===== src/rtl/trigger_wheel_sim_pkg.sv =====
// efi_trig_pkg: shared defaults and helpers for the crank trigger-wheel generator
package efi_trig_pkg;
  localparam int TEETH_DEF = 36;
  localparam int MISSING_DEF = 1;
  localparam int PERIOD_W_DEF = 16;
  localparam int CAM_TOOTH_DEF = 5;
  localparam int MIN_PERIOD = 2;
  function automatic int clog2(input int v);
    int r;
    r = 0;
    while ((1 << r) < v) r++;
    return r;
  endfunction
endpackage


===== src/rtl/trigger_wheel_sim_if.sv =====
// trigger_wheel_sim_if: run control in, synthesised crank pattern out
interface trigger_wheel_sim_if import efi_trig_pkg::*; #(
  parameter int TEETH = TEETH_DEF,
  parameter int PERIOD_W = PERIOD_W_DEF
) ();
  logic en;
  logic [PERIOD_W-1:0] tooth_period;
  logic vr_out;
  logic cam_out;
  logic [clog2(TEETH)-1:0] tooth_idx;
  logic rev_strobe;
  logic [PERIOD_W-1:0] period_active;
  modport master (output en, tooth_period, input vr_out, cam_out, tooth_idx, rev_strobe, period_active);
  modport slave (input en, tooth_period, output vr_out, cam_out, tooth_idx, rev_strobe, period_active);
endinterface


===== src/rtl/trigger_wheel_sim_tooth_timer.sv =====
// tooth_timer: per-tooth cycle counter whose period only reloads on clear or at a flagged wrap
module tooth_timer import efi_trig_pkg::*; #(
  parameter int PERIOD_W = PERIOD_W_DEF
) (
  input  logic                clk,
  input  logic                reset,
  input  logic                clr_i,
  input  logic                run_i,
  input  logic                load_i,
  input  logic [PERIOD_W-1:0] period_i,
  output logic [PERIOD_W-1:0] cnt_o,
  output logic [PERIOD_W-1:0] period_o,
  output logic                tc_o
);
  logic [PERIOD_W-1:0] cnt_q, cnt_d, period_q, period_d;
  assign tc_o = cnt_q == period_q - PERIOD_W'(1);
  always_comb begin
    cnt_d = clr_i ? '0 : !run_i ? cnt_q : tc_o ? '0 : cnt_q + PERIOD_W'(1);
    period_d = (clr_i || (run_i && tc_o && load_i)) ? period_i : period_q;
  end
  always_ff @(posedge clk) begin
    if (!reset) begin
      cnt_q <= '0;
      period_q <= PERIOD_W'(MIN_PERIOD);
    end else begin
      cnt_q <= cnt_d;
      period_q <= period_d;
    end
  end
  assign cnt_o = cnt_q;
  assign period_o = period_q;
endmodule


===== src/rtl/trigger_wheel_sim.sv =====
// trigger_wheel_sim: N-minus-M missing-tooth crank pattern generator with rev strobe and tooth index
// Define TRIGGER_CAM_OUT_EN to add the every-other-revolution cam pulse; otherwise cam_out is 0.
module trigger_wheel_sim import efi_trig_pkg::*; #(
  parameter int TEETH = TEETH_DEF,
  parameter int MISSING = MISSING_DEF,
  parameter int PERIOD_W = PERIOD_W_DEF,
  parameter int CAM_TOOTH = CAM_TOOTH_DEF
) (
  input logic clk,
  input logic reset,
  trigger_wheel_sim_if.slave bus
);
  localparam int TW = clog2(TEETH);
  localparam logic [0:0] IDLE = 1'b0;
  localparam logic [0:0] RUN = 1'b1;
  localparam logic [TW-1:0] LAST = TW'(TEETH - 1);
  localparam logic [TW-1:0] LIVE = TW'(TEETH - MISSING);
  if (TEETH < 3 || MISSING < 1 || MISSING > TEETH - 2 || CAM_TOOTH < 0 || CAM_TOOTH >= TEETH - MISSING) begin : g_bad_cfg
    $error("trigger_wheel_sim: illegal TEETH/MISSING/CAM_TOOTH combination");
  end
  logic [0:0] state_q, state_d;
  logic [TW-1:0] tooth_q, tooth_d, idx_q, idx_d;
  logic [PERIOD_W-1:0] cnt, period, eff_period;
  logic tc, adv, wrap;
  logic vr_q, vr_d, rev_q, rev_d;
  assign eff_period = bus.tooth_period < PERIOD_W'(MIN_PERIOD) ? PERIOD_W'(MIN_PERIOD) : bus.tooth_period;
  // The first enabled edge only arms RUN; counting starts on the edge after.
  assign adv = bus.en && state_q == RUN;
  assign wrap = adv && tc && tooth_q == LAST;
  tooth_timer #(.PERIOD_W(PERIOD_W)) u_timer (
    .clk(clk),
    .reset(reset),
    .clr_i(!bus.en),
    .run_i(adv),
    .load_i(tooth_q == LAST),
    .period_i(eff_period),
    .cnt_o(cnt),
    .period_o(period),
    .tc_o(tc)
  );
  always_comb begin
    state_d = bus.en ? RUN : IDLE;
    tooth_d = !bus.en ? '0 : !(adv && tc) ? tooth_q : wrap ? '0 : tooth_q + TW'(1);
    vr_d = adv && tooth_q < LIVE && cnt < (period >> 1);
    rev_d = adv && cnt == '0 && tooth_q == '0;
    idx_d = adv ? tooth_q : '0;
  end
  always_ff @(posedge clk) begin
    if (!reset) begin
      state_q <= IDLE;
      tooth_q <= '0;
      vr_q <= 1'b0;
      rev_q <= 1'b0;
      idx_q <= '0;
    end else begin
      state_q <= state_d;
      tooth_q <= tooth_d;
      vr_q <= vr_d;
      rev_q <= rev_d;
      idx_q <= idx_d;
    end
  end
`ifdef TRIGGER_CAM_OUT_EN
  localparam logic [TW-1:0] CAM = TW'(CAM_TOOTH);
  logic parity_q, parity_d, cam_q, cam_d;
  assign parity_d = !bus.en ? 1'b0 : wrap ? !parity_q : parity_q;
  assign cam_d = adv && !parity_q && tooth_q == CAM;
  always_ff @(posedge clk) begin
    if (!reset) begin
      parity_q <= 1'b0;
      cam_q <= 1'b0;
    end else begin
      parity_q <= parity_d;
      cam_q <= cam_d;
    end
  end
  assign bus.cam_out = cam_q;
`else
  assign bus.cam_out = 1'b0;
`endif
  assign bus.vr_out = vr_q;
  assign bus.rev_strobe = rev_q;
  assign bus.tooth_idx = idx_q;
  assign bus.period_active = period;
endmodule

===== src/flat_wrapper.sv =====
// flat-port wrapper written by rule: the top's interface ports become plain ports
module trigger_wheel_sim_flat import efi_trig_pkg::*;
#(
  parameter int TEETH = TEETH_DEF,
  parameter int MISSING = MISSING_DEF,
  parameter int PERIOD_W = PERIOD_W_DEF,
  parameter int CAM_TOOTH = CAM_TOOTH_DEF
)
  (clk, reset, bus_en, bus_tooth_period, bus_vr_out, bus_cam_out, bus_tooth_idx, bus_rev_strobe, bus_period_active);
  trigger_wheel_sim_if #(.TEETH(TEETH), .PERIOD_W(PERIOD_W)) bus_i ();
  input logic clk;
  input logic reset;
  input wire logic [$bits(bus_i.en)-1:0] bus_en;
  input wire logic [$bits(bus_i.tooth_period)-1:0] bus_tooth_period;
  output wire logic [$bits(bus_i.vr_out)-1:0] bus_vr_out;
  output wire logic [$bits(bus_i.cam_out)-1:0] bus_cam_out;
  output wire logic [$bits(bus_i.tooth_idx)-1:0] bus_tooth_idx;
  output wire logic [$bits(bus_i.rev_strobe)-1:0] bus_rev_strobe;
  output wire logic [$bits(bus_i.period_active)-1:0] bus_period_active;
  assign bus_i.en = bus_en;
  assign bus_i.tooth_period = bus_tooth_period;
  assign bus_vr_out = bus_i.vr_out;
  assign bus_cam_out = bus_i.cam_out;
  assign bus_tooth_idx = bus_i.tooth_idx;
  assign bus_rev_strobe = bus_i.rev_strobe;
  assign bus_period_active = bus_i.period_active;
  trigger_wheel_sim #(.TEETH(TEETH), .MISSING(MISSING), .PERIOD_W(PERIOD_W), .CAM_TOOTH(CAM_TOOTH)) u_core (.clk(clk), .reset(reset), .bus(bus_i));
endmodule

===== config.mk =====
export PLATFORM = sky130hd
export DESIGN_NAME = trigger_wheel_sim_flat
export DESIGN_NICKNAME = d
export VERILOG_FILES = /design/src/rtl/trigger_wheel_sim_pkg.sv /design/src/rtl/trigger_wheel_sim_if.sv /design/src/rtl/trigger_wheel_sim_tooth_timer.sv /design/src/rtl/trigger_wheel_sim.sv /design/src/flat_wrapper.sv
export SDC_FILE = /design/constraint.sdc
export NUM_CORES = 1
export LEC_CHECK = 0
export BUFFER_PORTS_ARGS = -buffer_cell sky130_fd_sc_hd__buf_2
export CELL_PAD_IN_SITES_DETAIL_PLACEMENT = 2
export CELL_PAD_IN_SITES_GLOBAL_PLACEMENT = 2
export CORE_AREA = 8 8 108 110
export DETAILED_ROUTE_END_ITERATION = 12
export DIE_AREA = 0 0 116 118
export PLACE_DENSITY = 0.74
export SLEW_MARGIN = 25
export SYNTH_ARGS = -nofsm -noshare
export SYNTH_HDL_FRONTEND = slang
export SYNTH_SLANG_ARGS = --single-unit

===== constraint.sdc =====
create_clock -name clk -period 2.7 [get_ports clk]
set_input_delay 0.135 -clock clk [delete_from_list [all_inputs] [get_ports clk]]
set_output_delay 0.135 -clock clk [all_outputs]
set_load 0.02 [all_outputs]

# --- Word-level counts from Yosys, hierarchy flattened ---
# Cells that the tools add are included.
op_classes:
  add_sub_neg: 3
  order_cmp: 3
  eq_ne: 2
  n_mux: 4
  reduce_logical: 13
ops:
  columns: ["cell", "count"]
  rows:
  - ["$mux W16", 2]
  - ["$add A16 B1 Y16 const B", 1]
  - ["$eq A16 B16 Y1", 1]
  - ["$logic_not A16 Y1", 1]
  - ["$lt A16 B15 Y1", 1]
  - ["$lt A16 B2 Y1 const B", 1]
  - ["$sub A16 B1 Y16 const B", 1]
  - ["$logic_and A1 B1 Y1", 7]
  - ["$add A6 B1 Y6 const B", 1]
  - ["$eq A6 B6 Y1 const B", 1]
  - ["$logic_not A6 Y1", 1]
  - ["$lt A6 B6 Y1 const B", 1]
  - ["$mux W6", 1]
  - ["$reduce_and A2 Y1", 2]
  - ["$logic_not A1 Y1", 1]
  - ["$logic_or A1 B1 Y1", 1]
  - ["$mux W1", 1]
word_totals:
  ff_bits: 47
  input_bits: 19
  out_inout_bits: 25
  word_cells: 32

# --- Depth between registers and ports, before layout ---
depth:
  depth_word: 5
  ltp_mapped: 10
  depth_no_buf: 9

# --- Hierarchy ---
# A second synthesis with hierarchy kept.
hier_totals:
  hier_cells: 377
  hier_area_um2: 3079.2
modules_own_cells:
  columns: ["mod", "instances", "cells_per_inst", "area_each_um2"]
  rows:
  - ["tooth_timer", 1, 243, 2015.7]
  - ["trigger_wheel_sim", 1, 134, 1063.5]

# --- Worst setup path after synthesis ---
# OpenSTA, ideal clock, no wires.
synth_path:
  kind: "register to register"
  from: "register u_core.u_timer.period_q[0] (netlist: u_core.u_timer.period_o[0])"
  to: "register u_core.u_timer.cnt_q[10] (netlist: u_core.u_timer.cnt_o[10])"
  setup_time_ps: 115
  t_arrival_ps: 2607
  path_slack_ps: -22
  path_stages_with_launch: 10
  path_buffers: 1
  synth_period_minus_slack_ps: 2722
  path_cell_list: "dfxtp_1 > inv_1 > ha_1 > nor3b_2 > and4_1 > nand4_1 > a2111oi_4 > a21o_1 > buf_6 > nor2_1"
synth_via:
  elab_chain_cells: 3
synth_lines:
  columns: ["item", "line", "text"]
  rows:
  - ["start: declaration", "trigger_wheel_sim_tooth_timer.sv:15", "logic [PERIOD_W-1:0] cnt_q, cnt_d, period_q, period_d;"]
  - ["start signal: assignment", "trigger_wheel_sim_tooth_timer.sv:24", "period_q <= PERIOD_W'(MIN_PERIOD);"]
  - ["start signal: assignment", "trigger_wheel_sim_tooth_timer.sv:27", "period_q <= period_d;"]
  - ["$sub A16 B1 Y16", "trigger_wheel_sim_tooth_timer.sv:16", "assign tc_o = cnt_q == period_q - PERIOD_W'(1);"]
  - ["$eq A16 B16 Y1", "trigger_wheel_sim_tooth_timer.sv:16", null]
  - ["$mux W16", "trigger_wheel_sim_tooth_timer.sv:18", "cnt_d = clr_i ? '0 : !run_i ? cnt_q : tc_o ? '0 : cnt_q + PERIOD_W'(1);"]
  - ["end signal: assignment", "trigger_wheel_sim_tooth_timer.sv:26", "cnt_q <= cnt_d;"]
  - ["end: declaration", "trigger_wheel_sim_tooth_timer.sv:15", null]
# No other way between the ends.
# A chain may end at the register's enable or synchronous reset.

# --- Final worst setup path ---
layout_path:
  from: "register u_core.u_timer.period_q[0] (netlist: u_core.u_timer.period_o[0])"
  to: "register u_core.u_timer.period_q[1] (netlist: u_core.u_timer.period_o[1])"
layout_via:
  elab_chain_cells: 5
layout_lines:
  columns: ["item", "line", "text"]
  rows:
  - ["$sub A16 B1 Y16", "trigger_wheel_sim_tooth_timer.sv:16", null]
  - ["$eq A16 B16 Y1", "trigger_wheel_sim_tooth_timer.sv:16", null]
  - ["$logic_and A1 B1 Y1 (2 in series)", "trigger_wheel_sim_tooth_timer.sv:19", "period_d = (clr_i || (run_i && tc_o && load_i)) ? period_i : period_q;"]
  - ["$logic_or A1 B1 Y1", "trigger_wheel_sim_tooth_timer.sv:19", null]
# No other way between the ends.

==> impl_metrics.json <==
{
  "place_inst": 560,
  "ys_ff_latch": 47,
  "cts_sinks": 47,
  "p_per_area_nw_per_um2": 406.5,
  "finalSetupViolCount": 0,
  "timing_worst_setup_path_type": "flop to flop",
  "finalHoldViolCount": 0,
  "cts_tree": "yes",
  "io_buffers": 42,
  "min_period_over_period": 0.9496,
  "cts-hold-fix-buffers": 0,
  "cts_root_buf": "clkbuf_8",
  "nets": 470,
  "syn-num-nets": 407,
  "hpwlAfterDp_um": 8235,
  "ant_nets": 0,
  "critPathLaunchType": "flop",
  "wire_per_inst_um": 17.98,
  "dieArea_um2": 13690,
  "run_status": "complete, no violations",
  "clk_path_buf_depth": 2,
  "instances_no_fill": 569,
  "critPathSlowestCell": "or4_4",
  "first_pass_iters": 4,
  "pin_count": 44,
  "grtUsageTotal": 0.1564,
  "seq_area_um2": 940.9,
  "yosysTopAreaCell": "dfxtp_1",
  "seq_area_frac_synth": 0.3111,
  "clk_pin_slew_ps": 90,
  "grt_pass1_vias": 3235,
  "maxCapViolations": 0,
  "critPathMaxFanout": 5,
  "synth_cell_type_count": 52,
  "synth_edf_count": 0,
  "p_leak_nw": 1.659,
  "drc": 0,
  "gp_congestion": 0.8521,
  "die_x_um": 116,
  "critPathMaxStageDelay_ps": 580,
  "cp.required_ps": 2910,
  "synth_area_leaders": "dfxtp_1, ha_1, nand2_1, xnor2_1, mux2i_1",
  "slew_violations": 0,
  "die_h_um": 118,
  "min_period_ps": 2564,
  "avgSynthCellArea_um2": 8.196,
  "worstPathArrival_ps": 2770,
  "initial_utilization": 0.3024,
  "synthArstFlopShare": 0,
  "path_delay_family": "simple AND/OR/NAND/NOR gates",
  "grt_max_degree": 31,
  "antenna_cells": 0,
  "fillCellCount": 1184,
  "via_per_inst": 5.090,
  "h-tree-depth": 2,
  "drtIter0Drc": 95,
  "grt_pass1_wl_um": 16970,
  "crit_buf_inv": 0,
  "synth-main-ff-cell": "dfxtp_1",
  "fin_hold_ws_ps": 67.83,
  "crit_chain": "or4_4 > or4_1 > nand3_1 > nand4_2 > a211oi_4 > a41oi_4 > o32a_1",
  "synth_top_area_frac": 0.3111,
  "syn_to_final_growth_pct": 22.38,
  "antenna_found_initial": 0,
  "finalSetupTns_ps": 0,
  "via_count": 2896,
  "min_path_type": "input pin to flop",
  "yosys_warnings": 0,
  "num_rows": 37,
  "synth_area_um2": 3024,
  "core_area_um2": 10000,
  "finalClockSkew_ps": 5.726,
  "synth_cells": 369,
  "total_power_mw": 1.504,
  "numCtsBuffers": 5,
  "grt-ovfl-total": 0,
  "endpoint_kind": "flop",
  "vdd_ir_drop_max_mv": 0.1975,
  "multi_input_area_um2": 1911,
  "insertion_delay_ps": 320,
  "fmax_mhz": 390.0,
  "final_layout_size_suffix_gt1_frac": 0.2171,
  "wl_um": 10230
}
cell usage in the layout (no fill, tap or decap), types with 15 or more instances in the layout:
master and count:
buf_4 31, buf_2 42, xnor2_1 18, mux2i_1 15
xor2_1 16, nand2_1 52, ha_1 19, inv_1 27
dfxtp_1 47, nor2_1 36
power breakdown:
part	internal [mW]	switching [mW]
Combinational	0.123	0.175
Sequential	0.709	0.0230
Clock	0.211	0.263
cell type report:
cell class / instances / area share
multi-input combinational: 276 / 0.5162
sequential: 47 / 0.2542
timing repair buffer: 75 / 0.1305
tap: 136 / 0.04598
inverter: 27 / 0.02738
clock buffer: 7 / 0.02333
clock inverter: 1 / 0.002366
logic make-up after synthesis:
group,after synthesis,synth area share
and+or+nand+nor,159,0.2607
buffers and inverters,46,0.06620
adders and majority gates,19,0.07861
muxes,15,0.04965
other,1,0.001240
AOI/OAI and AO/OA,48,0.1341
xor gates and xnor gates,34,0.09847
DFF,47,0.3111
worst min-delay path: stages:
cell and delay, ps:
buf_2 100, nand2_1 50, mux2i_1 50
Yosys cell counts, types with 2 or more instances:
cell type	instances
o211ai_1	2
a21oi_1	11
buf_6	3
nor3_1	9
nor4_1	12
nand3_1	12
nand2_1	52
mux2i_1	15
o2111ai_1	2
nand4_1	9
xnor2_1	18
a41o_1	4
dfxtp_1	47
a211o_1	3
a21o_1	9
a31oi_1	2
clkbuf_1	14
o41ai_1	2
xor2_1	16
nand2b_1	2
o21a_1	3
ha_1	19
and4_1	4
and3_1	7
or4_1	3
inv_1	27
nor2_1	37
metrics by stage:
stage | utilization | setup slack [ps] | cell area [µm²]
after floorplan | - | 21.80 | 3024
after global placement | 0.3571 | 131.8 | 3571
after detailed placement | 0.3571 | -29.14 | 3571
after CTS | 0.3672 | 27.99 | 3672
after global routing | 0.3701 | -22.17 | 3701
final | 0.3701 | 136.2 | 3701
flip-flops by register name, summed over array words and instances, names as in the netlist:
register / count
u_core.bus.vr_out: 1
u_core.tooth_q: 6
u_core.state_q: 1
u_core.bus.tooth_idx: 6
u_core.bus.rev_strobe: 1
u_core.u_timer.period_o: 16
u_core.u_timer.cnt_o: 16
per-layer routing:
| metal | global-route usage | vias to the layer above | part of all wire |
|---|---|---|---|
| met5 | 0 | - | 0 |
| met4 | 0.04785 | 0 | 0.018 |
| met3 | 0.03079 | 13 | 0.030 |
| met2 | 0.2683 | 44 | 0.49 |
| met1 | 0.1895 | 1433 | 0.46 |
| li1 | - | 1406 | - |
worst paths after layout:
| path | cells past startpoint | endpoint | start | slack, ps |
|---|---|---|---|---|
| setup / recovery | 7 | u_core.u_timer.period_o[1]$_SDFFE_PN1P_ | u_core.u_timer.period_o[0]$_SDFFE_PN0P_ | 140 |
| hold / removal | 3 | u_core.u_timer.period_o[8]$_SDFFE_PN0P_ | bus_tooth_period[8] | 70 |
| setup reg to reg | 7 | u_core.u_timer.period_o[1]$_SDFFE_PN1P_ | u_core.u_timer.period_o[0]$_SDFFE_PN0P_ | 140 |
| hold reg to reg | 2 | u_core.u_timer.period_o[0]$_SDFFE_PN0P_ | u_core.u_timer.period_o[0]$_SDFFE_PN0P_ | 540 |
timing repair:
| item | in CTS | in global routing |
|---|---|---|
| resized for setup | 1 | 5 |
| pin swaps | 0 | 1 |
| buffers inserted | 0 | 1 |
| endpoints found under the setup margin | 2 | 18 |
Power figures use the tool's default switching activity.
